<file path="config.mk">
export PLATFORM = sky130hd
export DESIGN_NAME = adc_sampler
export DESIGN_NICKNAME = d
export VERILOG_FILES = /design/src/rtl/adc_sampler.sv
export SDC_FILE = /design/constraint.sdc
export NUM_CORES = 1
export LEC_CHECK = 0
export ABC_CLOCK_PERIOD_IN_PS = 3530
export CORE_UTILIZATION = 62
export DETAILED_ROUTE_END_ITERATION = 10
export GPL_ROUTABILITY_DRIVEN = 0
export PLACE_DENSITY = 0.89
export SYNTH_ARGS = -nofsm -noshare
export SYNTH_HDL_FRONTEND = slang
export SYNTH_SLANG_ARGS = --single-unit
</file>
<file path="constraint.sdc">
create_clock -name Clk -period 3.53 [get_ports Clk]
set_input_delay 0.5295 -clock Clk [delete_from_list [all_inputs] [get_ports Clk]]
set_output_delay 0.5295 -clock Clk [all_outputs]
set_load 0.02 [all_outputs]
</file>
<file path="src/rtl/adc_sampler.sv">
// ---------------------------------------------------------------------------
// adc_sampler
//
// Periodically reads one byte from a serial ADC. A free-running tick counter
// produces a one-cycle tick every SAMPLE_DIV clocks. A tick that arrives while
// idle and enabled starts a conversion: chip select drops, a setup delay runs,
// then eight serial-clock pulses are driven, and one data bit is captured on
// the first clock cycle of each high phase, MSB first. When the conversion
// ends, chip select is released and the byte is presented together with a
// one-cycle valid strobe. A tick that arrives while a conversion is in flight
// is dropped and reported on overrun.
//
// Optional feature (macro ADC_AVG_EN): four consecutive conversions are
// summed, and the mean of the four is presented with a single strobe.
//
// Parameters
//   CLK_DIV     clk cycles per adc_sclk half-period        (1..255)
//   CS_SETUP    clk cycles from adc_cs_n low to first rise (1..1023)
//   SAMPLE_DIV  clk cycles per sample tick
//
// Ports
//   Clk       in   system clock, rising edge
//   Rst       in   synchronous active-high reset
//   en        in   conversions enabled while high
//   adc_cs_n  out  ADC chip select, active low
//   adc_sclk  out  ADC serial clock, idle low
//   adc_sdo   in   ADC serial data, MSB first
//   odata     out  latest sample, held between strobes
//   o_flag    out  one-cycle strobe marking odata valid
//   overrun   out  one-cycle pulse when a tick hits a busy conversion
//
// state   | meaning
// --------+-----------------------------------------------------------
// S_IDLE  | cs_n high, waiting for a tick with en high
// S_SETUP | cs_n low, counting down the chip-select setup time
// S_SHIFT | generating 8 sclk pulses, capturing sdo on each rise
// S_DONE  | last sclk fall visible; result, strobe and cs_n release load
// ---------------------------------------------------------------------------
module adc_sampler #(
  parameter int unsigned CLK_DIV    = 25,
  parameter int unsigned CS_SETUP   = 100,
  parameter int unsigned SAMPLE_DIV = 50000
) (
  input  logic       Clk,
  input  logic       Rst,
  input  logic       en,
  output logic       adc_cs_n,
  output logic       adc_sclk,
  input  logic       adc_sdo,
  output logic [7:0] odata,
  output logic       o_flag,
  output logic       overrun
);

  localparam int unsigned TICK_W = (SAMPLE_DIV > 1) ? $clog2(SAMPLE_DIV) : 1;

  localparam logic [TICK_W-1:0] TICK_LAST  = TICK_W'(SAMPLE_DIV - 1);
  localparam logic [9:0]        SETUP_LOAD = 10'(CS_SETUP - 1);
  localparam logic [9:0]        HALF_LOAD  = 10'(CLK_DIV - 1);

  typedef enum logic [1:0] {
    S_IDLE  = 2'd0,
    S_SETUP = 2'd1,
    S_SHIFT = 2'd2,
    S_DONE  = 2'd3
  } state_t;

  // -------------------------------------------------------------------------
  // Sample tick: free-running, independent of en and of the FSM
  // -------------------------------------------------------------------------
  logic [TICK_W-1:0] r_tick_cnt;
  logic              w_tick;

  assign w_tick = (r_tick_cnt == TICK_LAST);

  always_ff @(posedge Clk) begin
    if (Rst) begin
      r_tick_cnt <= '0;
    end else if (w_tick) begin
      r_tick_cnt <= '0;
    end else begin
      r_tick_cnt <= r_tick_cnt + TICK_W'(1);
    end
  end

  // -------------------------------------------------------------------------
  // Conversion FSM and its datapath registers
  // -------------------------------------------------------------------------
  state_t     r_state;
  state_t     w_state_nxt;
  logic [9:0] r_tmr;
  logic [9:0] w_tmr_nxt;
  logic [2:0] r_bit_cnt;
  logic [2:0] w_bit_cnt_nxt;
  logic [7:0] r_shift;
  logic [7:0] w_shift_nxt;
  logic       r_cs_n;
  logic       w_cs_n_nxt;
  logic       r_sclk;
  logic       w_sclk_nxt;
  logic [7:0] r_odata;
  logic [7:0] w_odata_nxt;
  logic       r_flag;
  logic       w_flag_nxt;
  logic       r_ovr;
  logic       w_ovr_nxt;

`ifdef ADC_AVG_EN
  logic [9:0] r_acc;
  logic [9:0] w_acc_nxt;
  logic [9:0] w_acc_sum;
  logic [1:0] r_avg_cnt;
  logic [1:0] w_avg_cnt_nxt;

  // Four 8-bit samples sum to at most 1020, so 10 bits never overflow.
  assign w_acc_sum = r_acc + {2'b00, r_shift};
`endif

  always_ff @(posedge Clk) begin
    if (Rst) begin
      r_state   <= S_IDLE;
      r_tmr     <= '0;
      r_bit_cnt <= '0;
      r_shift   <= '0;
      r_cs_n    <= 1'b1;
      r_sclk    <= 1'b0;
      r_odata   <= '0;
      r_flag    <= 1'b0;
      r_ovr     <= 1'b0;
`ifdef ADC_AVG_EN
      r_acc     <= '0;
      r_avg_cnt <= '0;
`endif
    end else begin
      r_state   <= w_state_nxt;
      r_tmr     <= w_tmr_nxt;
      r_bit_cnt <= w_bit_cnt_nxt;
      r_shift   <= w_shift_nxt;
      r_cs_n    <= w_cs_n_nxt;
      r_sclk    <= w_sclk_nxt;
      r_odata   <= w_odata_nxt;
      r_flag    <= w_flag_nxt;
      r_ovr     <= w_ovr_nxt;
`ifdef ADC_AVG_EN
      r_acc     <= w_acc_nxt;
      r_avg_cnt <= w_avg_cnt_nxt;
`endif
    end
  end

  always_comb begin
    w_state_nxt   = r_state;
    w_tmr_nxt     = r_tmr;
    w_bit_cnt_nxt = r_bit_cnt;
    w_shift_nxt   = r_shift;
    w_cs_n_nxt    = r_cs_n;
    w_sclk_nxt    = r_sclk;
    w_odata_nxt   = r_odata;
    w_flag_nxt    = 1'b0;
    w_ovr_nxt     = 1'b0;
`ifdef ADC_AVG_EN
    w_acc_nxt     = r_acc;
    w_avg_cnt_nxt = r_avg_cnt;
`endif

    // Any tick outside IDLE is dropped; DONE counts as busy.
    if (w_tick && (r_state != S_IDLE)) begin
      w_ovr_nxt = 1'b1;
    end

    case (r_state)
      S_IDLE: begin
        w_cs_n_nxt = 1'b1;
        w_sclk_nxt = 1'b0;
        if (w_tick && en) begin
          w_state_nxt = S_SETUP;
          w_cs_n_nxt  = 1'b0;
          w_tmr_nxt   = SETUP_LOAD;
        end
      end

      S_SETUP: begin
        if (r_tmr == '0) begin
          w_state_nxt   = S_SHIFT;
          w_sclk_nxt    = 1'b1;
          w_tmr_nxt     = HALF_LOAD;
          w_bit_cnt_nxt = '0;
        end else begin
          w_tmr_nxt = r_tmr - 10'd1;
        end
      end

      S_SHIFT: begin
        // First cycle of a high phase is the cycle sclk rose.
        if (r_sclk && (r_tmr == HALF_LOAD)) begin
          w_shift_nxt = {r_shift[6:0], adc_sdo};
        end
        if (r_tmr == '0) begin
          w_tmr_nxt = HALF_LOAD;
          if (r_sclk) begin
            w_sclk_nxt = 1'b0;
            if (r_bit_cnt == 3'd7) begin
              w_state_nxt = S_DONE;
            end else begin
              w_bit_cnt_nxt = r_bit_cnt + 3'd1;
            end
          end else begin
            w_sclk_nxt = 1'b1;
          end
        end else begin
          w_tmr_nxt = r_tmr - 10'd1;
        end
      end

      S_DONE: begin
        w_state_nxt = S_IDLE;
        w_cs_n_nxt  = 1'b1;
        w_sclk_nxt  = 1'b0;
`ifdef ADC_AVG_EN
        if (r_avg_cnt == 2'd3) begin
          w_odata_nxt   = w_acc_sum[9:2];
          w_flag_nxt    = 1'b1;
          w_acc_nxt     = '0;
          w_avg_cnt_nxt = '0;
        end else begin
          w_acc_nxt     = w_acc_sum;
          w_avg_cnt_nxt = r_avg_cnt + 2'd1;
        end
`else
        w_odata_nxt = r_shift;
        w_flag_nxt  = 1'b1;
`endif
      end

      default: begin
        w_state_nxt = S_IDLE;
        w_cs_n_nxt  = 1'b1;
        w_sclk_nxt  = 1'b0;
      end
    endcase

`ifdef ADC_AVG_EN
    // Disabling restarts the averaging window; a conversion finishing
    // while disabled contributes nothing.
    if (!en) begin
      w_acc_nxt     = '0;
      w_avg_cnt_nxt = '0;
      w_flag_nxt    = 1'b0;
      w_odata_nxt   = r_odata;
    end
`endif
  end

  assign adc_cs_n = r_cs_n;
  assign adc_sclk = r_sclk;
  assign odata    = r_odata;
  assign o_flag   = r_flag;
  assign overrun  = r_ovr;

endmodule

</file>
# After elaboration in Yosys (flattened, before gate mapping)
# Cells that the tools add are included.
[totals]
regBits = 51
in_bits = 4
out_inout_bits = 12
[op_classes]
n_addsub = 3
n_eq_ne = 12
mux = 22
n_reduce_logical = 17
[ops]
columns = ["op", "count"]
rows = [
  ["2-to-1 mux 10 bit", 2],
  ["one-hot mux 10 bit (2 select lines)", 1],
  ["adder 16 x 1 -> 16 bit (second input constant)", 1],
  ["equality test 16 bit (second input constant)", 1],
  ["2-to-1 mux 3 bit", 4],
  ["inequality test 2 bit (second input constant)", 6],
  ["equality test 10 x 5 -> 1 bit (second input constant)", 1],
  ["logical NOT 10 bit", 1],
  ["2-to-1 mux 2 bit", 5],
  ["AND reduction 5 bit", 2],
  ["subtractor 10 x 1 -> 10 bit (second input constant)", 1],
  ["one-hot mux 2 bit (4 select lines)", 1],
  ["nonzero test 2 bit", 4],
  ["2-to-1 mux 1 bit", 6],
  ["one-hot mux 3 bit (2 select lines)", 1],
  ["AND reduction 2 bit", 3],
  ["OR reduction 2 bit", 3],
  ["equality test 2 bit (second input constant)", 2],
  ["adder 3 x 1 -> 3 bit (second input constant)", 1],
  ["equality test 3 bit (second input constant)", 1],
  ["logical AND 1 bit", 3],
  ["one-hot mux 1 bit (3 select lines)", 1],
  ["equality test 2 x 1 -> 1 bit (second input constant)", 1],
  ["logical NOT 2 bit", 1],
  ["one-hot mux 1 bit (2 select lines)", 1],
]

# Longest topological paths before layout
[logic_depth]
word_depth = 5
depth_mapped = 7
depth_no_buf = 7

# Least setup slack after synthesis
# OpenSTA, ideal clock, no wires.
[synth_path]
path_type = "reg-to-reg"
from = "register r_tmr[0]"
to = "register r_shift[0]"
arrival_ps = 1870
required_ps = 3402
slack_ps = 1533
stages_incl_launch_ff = 8
n_path_buf = 1
synth_period_minus_slack_ps = 1997
cell_sequence = "dfxtp_1 -> inv_1 -> ha_1 -> or3b_2 -> or4_4 -> buf_6 -> mux2i_1 -> nor2_1"
[synth_between]
elab_chain_cells = 3
[synth_rtl]
columns = ["item", "line_no", "rtl"]
rows = [
  ["start, declared", "91", "logic [9:0] r_tmr;"],
  ["start signal, assigned", "136", "r_tmr <= w_tmr_nxt;"],
  ["equality test 10 x 5 -> 1 bit", "195", "if (r_sclk && (r_tmr == HALF_LOAD)) begin"],
  ["logical AND 1 bit", "195", ""],
  ["AND reduction 2 bit (no source line)", "-", ""],
  ["end signal, assigned", "138", "r_shift <= w_shift_nxt;"],
  ["end, declared", "95", "logic [7:0] r_shift;"],
]
# Every way passes these cells.
# A chain may end at the register's enable or synchronous reset.

# Worst setup path in the final report
[layout_path]
from = "register r_tick_cnt[8]"
to = "register r_state[0]"
[layout_between]
elab_chain_cells = 4
[layout_rtl]
columns = ["item", "line_no", "rtl"]
rows = [
  ["start, declared", "71", "logic [TICK_W-1:0] r_tick_cnt;"],
  ["start signal, assigned", "82", "r_tick_cnt <= r_tick_cnt + TICK_W'(1);"],
  ["equality test 16 bit", "74", "assign w_tick = (r_tick_cnt == TICK_LAST);"],
  ["logical AND 1 bit", "175", "if (w_tick && en) begin"],
  ["inequality test 2 bit (no source line)", "-", ""],
  ["AND reduction 5 bit (no source line)", "-", ""],
  ["end signal, assigned", "135", "r_state <= w_state_nxt;"],
  ["end, declared", "89", "state_t r_state;"],
]
# Every way passes these cells.

==> impl_metrics.yaml <==
outcome:
  status: "finished, final reports clean"
setup_path:
  startpoint: "r_tick_cnt[8]"
  rr_worst_depth: 5
  cp-start-kind: "flip-flop"
  arrival_ns: 2.44
  endpoint_kind: "flip-flop"
  critPathMaxFanout: 9
  critPathKind: "flip-flop to flip-flop"
  timing.rr.start: "r_tick_cnt[8]"
  cp.required_ns: 3.73
detailed_routing:
  finalWirelength_um: 4580
  vias: 1855
  via_per_inst: 5.73
  ant_nets: 0
  dr.pass1.iters: 4
  wl_per_cell_um: 14.1
  first_iter_violations: 140
  drc: 0
clock_network:
  cts.clk_slew.worst_paths_ns: 0.10
  cts_setup_buffers: 0
  cts_tree: "done"
  cts.path.max_buffers: 2
  h-tree-depth: 2
  numCtsBuffers: 5
  clkLatencyLatePin_ns: 0.30
  cts-hold-fix-buffers: 0
  ctsResizeCount: 0
  cts.sinks: 51
  cts_root_buf: "clkbuf_8"
floorplanning:
  fp.coreArea_um2: 3690
  rows: 22
  die_w_um: 64.0
  io-pin-count: 16
  fp.dieArea_um2: 4100
  die_y_um: 64.0
  initial_core_util_pct: 64.7
power_and_ir_drop:
  max-vdd-ir-drop_v: 0.000381
  pwr-share-seq_pct: 39.8
  p_switching_mw: 0.636
  clockPowerShare_pct: 21.1
  swShare_pct: 38.7
  powerDensity_nw_per_um2: 617
  pwr-share-comb_pct: 39.1
  p_leak_nw: 1.09
  p_int_mw: 1.01
  finalPower_mw: 1.64
synthesis:
  yosys.area.top_type: "dfxtp_1"
  synth_ff_type: "dfxtp_1"
  async_flop_share_pct: 0
  synth_nets: 274
  avgSynthCellArea_um2: 9.17
  synth_edf_count: 0
  yosys_warnings: 0
  synth_seq_cells: 51
  synth_top_area_share_pct: 42.8
  synth_area_leaders: "dfxtp_1 (43%), mux2i_1 (8.8%), nor2_1 (6.8%)"
  synth_cells: 260
  yosys.cell_types.count: 46
  synth_area_um2: 2380
  seq_area_frac_synth_pct: 42.8
timing:
  fin_setup_tns_ns: 0
  fin_worst_skew_ns: 0.00519
  setup_viol: 0
  fmax_mhz: 447
  period_minus_slack_ns: 2.24
  slew_headroom_pct: 59.3
  rsz0062_at_grt: "false"
  hold_viol: 0
  worst_pin_slew_ns: 0.604
  layout_worst_path_cycle_share_pct: 63.3
  finalMaxSlewViolations: 0
final_layout:
  layout_common_cells: "dfxtp_1 (51), nor2_1 (43), mux2i_1 (21), clkdlybuf4s50_1 (15), inv_1 (12)"
  syn_to_final_growth_pct: 11.6
  n_antenna_cell: 0
  final_layout_size_suffix_gt1_share_pct: 7.25
  layout_commonest_cell: "dfxtp_1"
  final_nets: 289
global_route:
  grt_max_degree: 42
  grt.total_usage_pct: 24.3
  antenna_found_initial: 0
  overflow: 0
  grt_pass1_vias: 1739
  grt_pass1_wl_um: 7700
run:
  max_cap_viol_count: 0
hold_path:
  min_path_cells: 1
  min_path_type: "flip-flop to flip-flop"
  min_from: "r_tick_cnt[0]"
placement:
  hpwlAfterDp_um: 3100
  io_buffers: 15
## power by group through the flow
stage	sequential [mW]	clock (mW)	combinational, mW
floorplan	0.656	0	0.485
global placement	0.659	0	0.599
detailed placement	0.663	0	0.619
CTS	0.651	0.356	0.637
global route	0.658	0.382	0.702
finish	0.653	0.346	0.642
## kinds of logic after synthesis
family | share of synthesized area (%)
AND/OR/NAND/NOR | 24.4
flip-flops | 42.8
AO/OA/AOI/OAI | 9.60
multiplexers | 9.29
buffers and inverters | 3.46
XOR/XNOR | 5.14
adder cells (fa/ha/maj) | 5.25
## worst paths after layout
| path | end | slack (ns) |
|---|---|---|
| worst min register to register | r_tick_cnt[0] | 0.46 |
| worst max register to register | r_state[0] | 1.29 |
| worst min-delay path | r_tick_cnt[0] | 0.46 |
| worst max-delay path | r_state[0] | 1.29 |
## sequential cells by signal (all words and copies together), names as in the netlist
signal	flops
adc_cs_n	1
adc_sclk	1
o_flag	1
odata	8
overrun	1
r_bit_cnt	3
r_shift	8
r_state	2
r_tick_cnt	16
r_tmr	10
## critical path: stages (launching register included)
cell	delay, ns
dfxtp_1	0.41
nor4bb_1	0.41
nand4_1	0.26
o21ai_2	0.42
o21ai_0	0.28
a221oi_1	0.36
## Yosys cell counts (2+ instances only)
cell type,n
mux2i_1,21
o32ai_1,4
nor2b_1,7
xor2_1,7
nand2_1,10
or4_4,2
or3_2,2
nand2b_1,5
nor3_1,2
nor2_1,43
ha_1,10
dfxtp_1,51
inv_1,12
o21ai_0,7
o21bai_1,2
clkbuf_1,7
or2_2,3
and3_1,7
nor4_1,2
and2_1,3
or3_1,2
o41ai_1,2
nand3_1,7
and4_1,2
o22ai_1,2
a31oi_1,3
a21oi_1,6
xnor2_1,7
nor4bb_1,2
nand4_1,4
## through the flow
stage,instances,worst slack [ns],instance area (um2),hold WS [ns],utilization [%]
2_1_floorplan,260,1.53,2380,0.426,-
3_3_place_gp,316,1.29,2560,0.438,69.5
3_5_place_dp,316,1.25,2560,0.444,69.5
4_1_cts,324,1.26,2660,0.467,72.2
5_1_grt,324,1.07,2660,0.491,72.2
6_report,324,1.29,2660,0.463,72.2
## routing by layer
metal	share of wire, %	vias to the layer above	track usage, %	wire (um)
met5	0	-	0	0
met3	3.9	6	6.43	177
met1	44	868	29.7	2030
met2	51	42	41.9	2340
li1	-	939	-	-
met4	0.87	0	6.53	40
## layout make-up
class | count | area [um2]
Tap cell | 48 | 60.1
Inverter | 12 | 45.0
Clock inverter | 3 | 27.5
Sequential cell | 51 | 1020
Multi-Input combinational cell | 189 | 1280
Timing Repair Buffer | 16 | 158
Fill cell | 292 | 1030
Clock buffer | 5 | 68.8
No activity file was read; power rests on OpenSTA's default activity.
